`src/rtl/writeback_regfile_pkg.sv`:
```
// wb_pkg: shared widths, link-write constants and zero-register index for the write-back register file
package wb_pkg;
    localparam int DATA_W = 32;
    localparam int NREG = 32;
    localparam int REG_ADDR_W = 5;
    localparam int LINK_REG = 31;
    localparam int LINK_OFFSET = 4;
    localparam logic [REG_ADDR_W-1:0] ZERO_REG = '0;
endpackage

```
`src/rtl/writeback_regfile_if.sv`:
```
// writeback_regfile_if: MEM/WB write-back inputs, decode read ports and forwarding outputs
interface writeback_regfile_if #(
    parameter int DATA_W = wb_pkg::DATA_W
);
    import wb_pkg::*;
    logic                  RegWrite;
    logic                  MemToReg;
    logic [DATA_W-1:0]     MemReadData;
    logic [DATA_W-1:0]     ALUResult;
    logic [REG_ADDR_W-1:0] WriteRegister;
    logic                  movIn;
    logic                  jumpIn;
    logic [DATA_W-1:0]     PCAddress;
    logic [REG_ADDR_W-1:0] ReadRegister1;
    logic [REG_ADDR_W-1:0] ReadRegister2;
    logic [DATA_W-1:0]     ReadData1;
    logic [DATA_W-1:0]     ReadData2;
    logic                  WBEnable;
    logic [REG_ADDR_W-1:0] WBRegister;
    logic [DATA_W-1:0]     WBData;
    logic [31:0]           WriteCount;
    modport master (
        output RegWrite, MemToReg, MemReadData, ALUResult, WriteRegister,
               movIn, jumpIn, PCAddress, ReadRegister1, ReadRegister2,
        input  ReadData1, ReadData2, WBEnable, WBRegister, WBData, WriteCount
    );
    modport slave (
        input  RegWrite, MemToReg, MemReadData, ALUResult, WriteRegister,
               movIn, jumpIn, PCAddress, ReadRegister1, ReadRegister2,
        output ReadData1, ReadData2, WBEnable, WBRegister, WBData, WriteCount
    );
endinterface

```
`src/rtl/writeback_regfile_reg_array.sv`:
```
// reg_array: NREG x DATA_W storage, one write port, two async read ports, async active-low clear
module reg_array #(
    parameter int DATA_W = wb_pkg::DATA_W,
    parameter int NREG = wb_pkg::NREG
) (
    input  logic                          clk_i,
    input  logic                          rst_ni,
    input  logic                          we_i,
    input  logic [wb_pkg::REG_ADDR_W-1:0] waddr_i,
    input  logic [DATA_W-1:0]             wdata_i,
    input  logic [wb_pkg::REG_ADDR_W-1:0] raddr1_i,
    input  logic [wb_pkg::REG_ADDR_W-1:0] raddr2_i,
    output logic [DATA_W-1:0]             rdata1_o,
    output logic [DATA_W-1:0]             rdata2_o
);
    import wb_pkg::*;
    logic [DATA_W-1:0] mem_q [NREG];
    // Commit one register per edge; index 0 is never stored
    always_ff @(posedge clk_i or negedge rst_ni) begin
        if (!rst_ni) begin
            for (int i = 0; i < NREG; i++) mem_q[i] <= '0;
        end else if (we_i && waddr_i != ZERO_REG) begin
            mem_q[waddr_i] <= wdata_i;
        end
    end
    // Asynchronous reads with register 0 hardwired to zero
    always_comb begin
        rdata1_o = (raddr1_i == ZERO_REG) ? '0 : mem_q[raddr1_i];
        rdata2_o = (raddr2_i == ZERO_REG) ? '0 : mem_q[raddr2_i];
    end
endmodule

```
`src/rtl/writeback_regfile.sv`:
```
// writeback_regfile: write-back data select, register file with write-through bypass, commit counter
module writeback_regfile #(
    parameter int DATA_W = wb_pkg::DATA_W,
    parameter int NREG = wb_pkg::NREG,
    parameter int LINK_REG = wb_pkg::LINK_REG,
    parameter int LINK_OFFSET = wb_pkg::LINK_OFFSET
) (
    input logic               Clk,
    input logic               Rst_n,
    writeback_regfile_if.slave bus
);
    import wb_pkg::*;
    logic [REG_ADDR_W-1:0] wb_reg;
    logic [DATA_W-1:0]     wb_data;
    logic                  wb_en;
    logic [DATA_W-1:0]     rd1;
    logic [DATA_W-1:0]     rd2;
    logic [31:0]           count_q;
    logic [31:0]           count_d;
    // Link writes override destination and data; writes aimed at register 0 are dropped
    always_comb begin
        wb_reg = bus.jumpIn ? REG_ADDR_W'(LINK_REG) : bus.WriteRegister;
        wb_data = bus.jumpIn ? bus.PCAddress + DATA_W'(LINK_OFFSET)
                : (bus.movIn || !bus.MemToReg) ? bus.ALUResult : bus.MemReadData;
        wb_en = (bus.RegWrite || bus.jumpIn) && wb_reg != ZERO_REG;
        count_d = count_q + 32'd1;
    end
    // Count committed writes, wrapping naturally at 2^32
    always_ff @(posedge Clk or negedge Rst_n) begin
        if (!Rst_n) count_q <= '0;
        else if (wb_en) count_q <= count_d;
    end
    reg_array #(.DATA_W(DATA_W), .NREG(NREG)) u_regs (
        .clk_i   (Clk),
        .rst_ni  (Rst_n),
        .we_i    (wb_en),
        .waddr_i (wb_reg),
        .wdata_i (wb_data),
        .raddr1_i(bus.ReadRegister1),
        .raddr2_i(bus.ReadRegister2),
        .rdata1_o(rd1),
        .rdata2_o(rd2)
    );
    // Write-through bypass so decode sees the value committing this cycle; reads are zero in reset
    always_comb begin
        bus.ReadData1 = !Rst_n ? '0 : (wb_en && bus.ReadRegister1 == wb_reg) ? wb_data : rd1;
        bus.ReadData2 = !Rst_n ? '0 : (wb_en && bus.ReadRegister2 == wb_reg) ? wb_data : rd2;
    end
    assign bus.WBEnable = wb_en;
    assign bus.WBRegister = wb_reg;
    assign bus.WBData = wb_data;
    assign bus.WriteCount = count_q;
endmodule

```
`src/flat_wrapper.sv`:
```
// flat-port wrapper written by rule: the top's interface ports become plain ports
module writeback_regfile_flat import wb_pkg::*;
#(
    parameter int DATA_W = wb_pkg::DATA_W,
    parameter int NREG = wb_pkg::NREG,
    parameter int LINK_REG = wb_pkg::LINK_REG,
    parameter int LINK_OFFSET = wb_pkg::LINK_OFFSET
)
  (Clk, Rst_n, bus_RegWrite, bus_MemToReg, bus_MemReadData, bus_ALUResult, bus_WriteRegister, bus_movIn, bus_jumpIn, bus_PCAddress, bus_ReadRegister1, bus_ReadRegister2, bus_ReadData1, bus_ReadData2, bus_WBEnable, bus_WBRegister, bus_WBData, bus_WriteCount);
  writeback_regfile_if #(.DATA_W(DATA_W)) bus_i ();
  input logic Clk;
  input logic Rst_n;
  input wire logic [$bits(bus_i.RegWrite)-1:0] bus_RegWrite;
  input wire logic [$bits(bus_i.MemToReg)-1:0] bus_MemToReg;
  input wire logic [$bits(bus_i.MemReadData)-1:0] bus_MemReadData;
  input wire logic [$bits(bus_i.ALUResult)-1:0] bus_ALUResult;
  input wire logic [$bits(bus_i.WriteRegister)-1:0] bus_WriteRegister;
  input wire logic [$bits(bus_i.movIn)-1:0] bus_movIn;
  input wire logic [$bits(bus_i.jumpIn)-1:0] bus_jumpIn;
  input wire logic [$bits(bus_i.PCAddress)-1:0] bus_PCAddress;
  input wire logic [$bits(bus_i.ReadRegister1)-1:0] bus_ReadRegister1;
  input wire logic [$bits(bus_i.ReadRegister2)-1:0] bus_ReadRegister2;
  output wire logic [$bits(bus_i.ReadData1)-1:0] bus_ReadData1;
  output wire logic [$bits(bus_i.ReadData2)-1:0] bus_ReadData2;
  output wire logic [$bits(bus_i.WBEnable)-1:0] bus_WBEnable;
  output wire logic [$bits(bus_i.WBRegister)-1:0] bus_WBRegister;
  output wire logic [$bits(bus_i.WBData)-1:0] bus_WBData;
  output wire logic [$bits(bus_i.WriteCount)-1:0] bus_WriteCount;
  assign bus_i.RegWrite = bus_RegWrite;
  assign bus_i.MemToReg = bus_MemToReg;
  assign bus_i.MemReadData = bus_MemReadData;
  assign bus_i.ALUResult = bus_ALUResult;
  assign bus_i.WriteRegister = bus_WriteRegister;
  assign bus_i.movIn = bus_movIn;
  assign bus_i.jumpIn = bus_jumpIn;
  assign bus_i.PCAddress = bus_PCAddress;
  assign bus_i.ReadRegister1 = bus_ReadRegister1;
  assign bus_i.ReadRegister2 = bus_ReadRegister2;
  assign bus_ReadData1 = bus_i.ReadData1;
  assign bus_ReadData2 = bus_i.ReadData2;
  assign bus_WBEnable = bus_i.WBEnable;
  assign bus_WBRegister = bus_i.WBRegister;
  assign bus_WBData = bus_i.WBData;
  assign bus_WriteCount = bus_i.WriteCount;
  writeback_regfile #(.DATA_W(DATA_W), .NREG(NREG), .LINK_REG(LINK_REG), .LINK_OFFSET(LINK_OFFSET)) u_core (.Clk(Clk), .Rst_n(Rst_n), .bus(bus_i));
endmodule
```
`config.mk`:
```
export PLATFORM = sky130hd
export DESIGN_NAME = writeback_regfile_flat
export DESIGN_NICKNAME = d
export VERILOG_FILES = /design/src/rtl/writeback_regfile_pkg.sv /design/src/rtl/writeback_regfile_if.sv /design/src/rtl/writeback_regfile_reg_array.sv /design/src/rtl/writeback_regfile.sv /design/src/flat_wrapper.sv
export SDC_FILE = /design/constraint.sdc
export NUM_CORES = 2
export LEC_CHECK = 0
export BUFFER_PORTS_ARGS = -buffer_cell sky130_fd_sc_hd__buf_2
export CAP_MARGIN = 20
export CORE_ASPECT_RATIO = 0.5
export CORE_UTILIZATION = 50
export CTS_CLUSTER_DIAMETER = 50
export DETAILED_ROUTE_END_ITERATION = 6
export HOLD_SLACK_MARGIN = 0.03
export PLACE_DENSITY = 0.66
export SYNTH_ARGS = -nofsm -noshare
export SYNTH_HDL_FRONTEND = slang
export SYNTH_SLANG_ARGS = --single-unit
```
`constraint.sdc`:
```
create_clock -name Clk -period 3.6 [get_ports Clk]
set_clock_uncertainty 0.2 [all_clocks]
set_input_delay 0.36 -clock Clk [delete_from_list [all_inputs] [get_ports Clk]]
set_output_delay 0.36 -clock Clk [all_outputs]
set_load 0.005 [all_outputs]
```
==> flow_summary_export.csv <==
group,metric,value,unit
worst_setup_path,worst-path-stages,10,
logic_synthesis,synth_edf_count,0,
cells_and_area,finalNetCount,5290,
worst_setup_path,crit_chain,"buf_2 -> buf_4 -> and4b_1 -> buf_4 -> a22oi_1 -> nand4_1 -> a211oi_1 -> buf_4 -> a22o_1 -> buf_2",
floorplan,die_h,238,um
worst_setup_path,crit_path_max_fanout,16,
worst_setup_path,crit_buf_inv,5,
sta,fin_crit_sh,98.1,%
global_route,grt_pass1_vias,43500,
cts,postCtsSetupRepairBufs,0,
drt,num_vias,44700,
logic_synthesis,synthFlopType,"dfrtp_1",
cts,clk_pin_slew,0.07,ns
logic_synthesis,ys_top_cells_by_count,"dfrtp_1, nand2_1, o21ai_0, clkbuf_1, mux4_2",
drt,dr.pass1.iters,7,
logic_synthesis,syn-num-nets,5235,
cells_and_area,fillCellCount,9209,
drt,drtIter0Drc,5773,
cts,cts_tree,"yes",
logic_synthesis,synth_warnings,0,
cts,cts_made_buffers,99,
logic_synthesis,synth_cell_types,69,
sta,tns,0,ns
cells_and_area,utilization,56.9,%
cts,cts_root_buf,"clkbuf_16",
cts,cts_sinks,1056,
cts,cts_buffer_depth,3,
job,cap_violations,0,
worst_setup_path,critPathMostFrequentCell,"buf_4",
run_status,violations,"DRC",
placement,place_congestion,0.913,
worst_setup_path,required,3.04,ns
logic_synthesis,ys_ff_latch,1056,
logic_synthesis,synth_top_area_share,47.5,%
sta,fmax,283,MHz
sta,final-hold-violation-count,0,
placement,place_area,59300,um^2
drt,drt_wl_total,199000,um
cts,clk_latency,0.73,ns
logic_synthesis,synth_area,55600,um^2
global_route,grt.overflow.total,0,
floorplan,ioPinCount,251,
cells_and_area,design_area,62700,um^2
drt,drcViolationCount,2,
pwr,p_leak,0.0280,uW
floorplan,start_util,50.5,%
drt,wire_per_inst,29.5,um
sta,min_period,3.53,ns
sta,slew_headroom,18.7,%
sta,rsz0062_at_grt,"false",
worst_setup_path,cp.arrival,2.97,ns
worst_hold_path,holdCritPathClass,"in2reg",
placement,dp.cells,6563,
floorplan,core_area,110000,um^2
global_route,grt_max_degree,195,
worst_setup_path,start_kind,"input port",
floorplan,fp.dieArea,113000,um^2
sta,worst_pin_slew,1.22,ns
cts,ctsHtreeMaxLevel,3,
logic_synthesis,synth_area_leaders,"dfrtp_1, mux4_2, o21ai_0, nand2_1, mux2i_1",
logic_synthesis,ys_async_sr_fraction,100,%
cells_and_area,finalNonFillerCells,6751,
pwr,power_density,507,nW/um^2
worst_setup_path,r2r_cells,6,
placement,place_hpwl,130000,um
floorplan,core.rowCount,86,
worst_setup_path,crit_slowest_cell,"a211oi_1",
logic_synthesis,syn_area_per_cell,10.9,um^2
sta,drv_slew,0,
placement,port_buffers,250,
pwr,irDropWorstVdd,0.361,mV
drt,antenna_left,0,
global_route,grt_usage,35.5,%
sta,finalSetupViolations,0,
global_route,antenna_found_initial,5,
worst_setup_path,max_stage_delay,0.63,ns
logic_synthesis,seq_area_frac_synth,47.5,%
cells_and_area,drive_above_1_share,24.6,%
logic_synthesis,synth_area_leader_cell,"dfrtp_1",
cells_and_area,area_growth,12.8,%
worst_hold_path,holdPathStages,4,
run_status,status,"finished, violations left",
logic_synthesis,synth_cells,5116,
floorplan,die_x,474,um
drt,viasPerCell,6.62,
worst_setup_path,cp-end-kind,"output port",
logic_synthesis,synth.most_common_cell,"dfrtp_1",
worst_setup_path,crit_type,"in2out",
worst_setup_path,path_delay_family,"buffers and inverters",
global_route,grt_pass1_wl,292000,um
[per-stage QoR]
step | power (uW) | setup slack (ns) | hold WS, ns
2_1_floorplan | 18400 | 0.848 | -0.136
3_3_place_gp | 20400 | 0.0769 | 0.0898
3_5_place_dp | 20700 | 0.0669 | 0.0941
4_1_cts | 31800 | 0.0652 | 0.0327
5_1_grt | 33100 | 0.0136 | 0.0848
6_report | 31800 | 0.0677 | 0.0662
[tightest hold or removal path: stages]
cell and delay, ns:
buf_2 0.09, a21oi_2 0.10, buf_4 0.23, o21ai_0 0.18
[routing by layer]
layer / vias to the layer above / GRT usage [%] / part of all wire, %
met3: 524 / 12.4 / 13
met1: 22800 / 49.1 / 40
met5: - / 0 / 0.021
met4: 6 / 15.1 / 4.5
met2: 2580 / 50.8 / 43
li1: 18800 / - / -
[flip-flops by register name, summed over array words and instances, names as in the netlist]
register / flops
u_core.bus.WriteCount: 32
u_core.u_regs.mem_q: 1024
[what timing repair did]
action	CTS	global route
hold endpoints to repair	441	0
setup endpoints to repair	0	1
hold buffers	3	0
gates resized for setup	0	1
[power breakdown]
group	total (uW)	switching [uW]	internal [uW]
clock	11200	4980	6200
sequential	14900	1340	13500
combinational	5790	3120	2660
[worst paths after layout]
| path | from | end | slack [ns] |
|---|---|---|---|
| max in group asynchronous | Rst_n | u_core.u_regs.mem_q[568] | 1.41 |
| worst min register to register | u_core.u_regs.mem_q[1013] | u_core.u_regs.mem_q[1013] | 0.19 |
| worst max-delay path | bus_ReadRegister2[3] | bus_ReadData2[17] | 0.07 |
| min in group asynchronous | Rst_n | u_core.u_regs.mem_q[976] | 0.11 |
| worst min-delay path | bus_PCAddress[1] | u_core.u_regs.mem_q[929] | 0.07 |
| worst max register to register | u_core.bus.WriteCount[2] | u_core.bus.WriteCount[13] | 0.90 |
[placed cells by master (no fill, tap or decap), types with 8 or more instances in the layout]
cell type	Yosys	layout
inv_1	41	40
nor3_1	23	23
and3_1	28	28
a22oi_1	115	115
o31ai_1	11	11
nand4_1	45	45
nor2_1	53	51
or2_2	17	17
clkbuf_16	0	99
xnor2_1	32	32
a211oi_1	20	20
o22ai_1	163	162
or3_1	11	11
a31o_2	9	9
a21oi_2	0	11
o21ai_2	24	25
or4_1	37	37
mux2i_1	269	269
mux4_2	396	396
o22a_1	8	8
nand3_1	34	28
o2bb2ai_1	21	21
nand2_1	1017	1002
buf_12	1	51
dfrtp_1	1056	1056
mux2_2	127	127
a32o_1	10	10
nand2_2	0	8
buf_4	19	191
clkinv_2	0	18
bufinv_16	0	8
clkbuf_8	0	25
xor2_1	17	17
o21ai_0	876	875
buf_2	79	243
clkbuf_1	413	16
[cell type report]
cell class,instances,area (um^2),area share [%]
Antenna cell,5,12.5,0.0199
Inverter,43,161,0.257
Clock inverter,40,508,0.810
Timing Repair Buffer,495,3810,6.07
Clock buffer,140,2880,4.59
Sequential cell,1056,26400,42.1
Multi-Input combinational cell,3476,27100,43.1
Tap cell,1496,1870,2.98
[kinds of logic (layout without fill, tap and decap cells)]
kind of cell	after synthesis	count (layout)	share of synthesized area, %
and+or+nand+nor	1325	1325	10.3
AOI/OAI and AO/OA	1308	1308	13.6
adders and majority gates	2	2	0.0450
other	0	5	0
xor gates and xnor gates	49	49	0.772
buffers and inverters	584	718	4.35
DFF	1056	1056	47.5
muxes	792	792	23.5
Note: power is estimated with default switching activity, not from simulation.
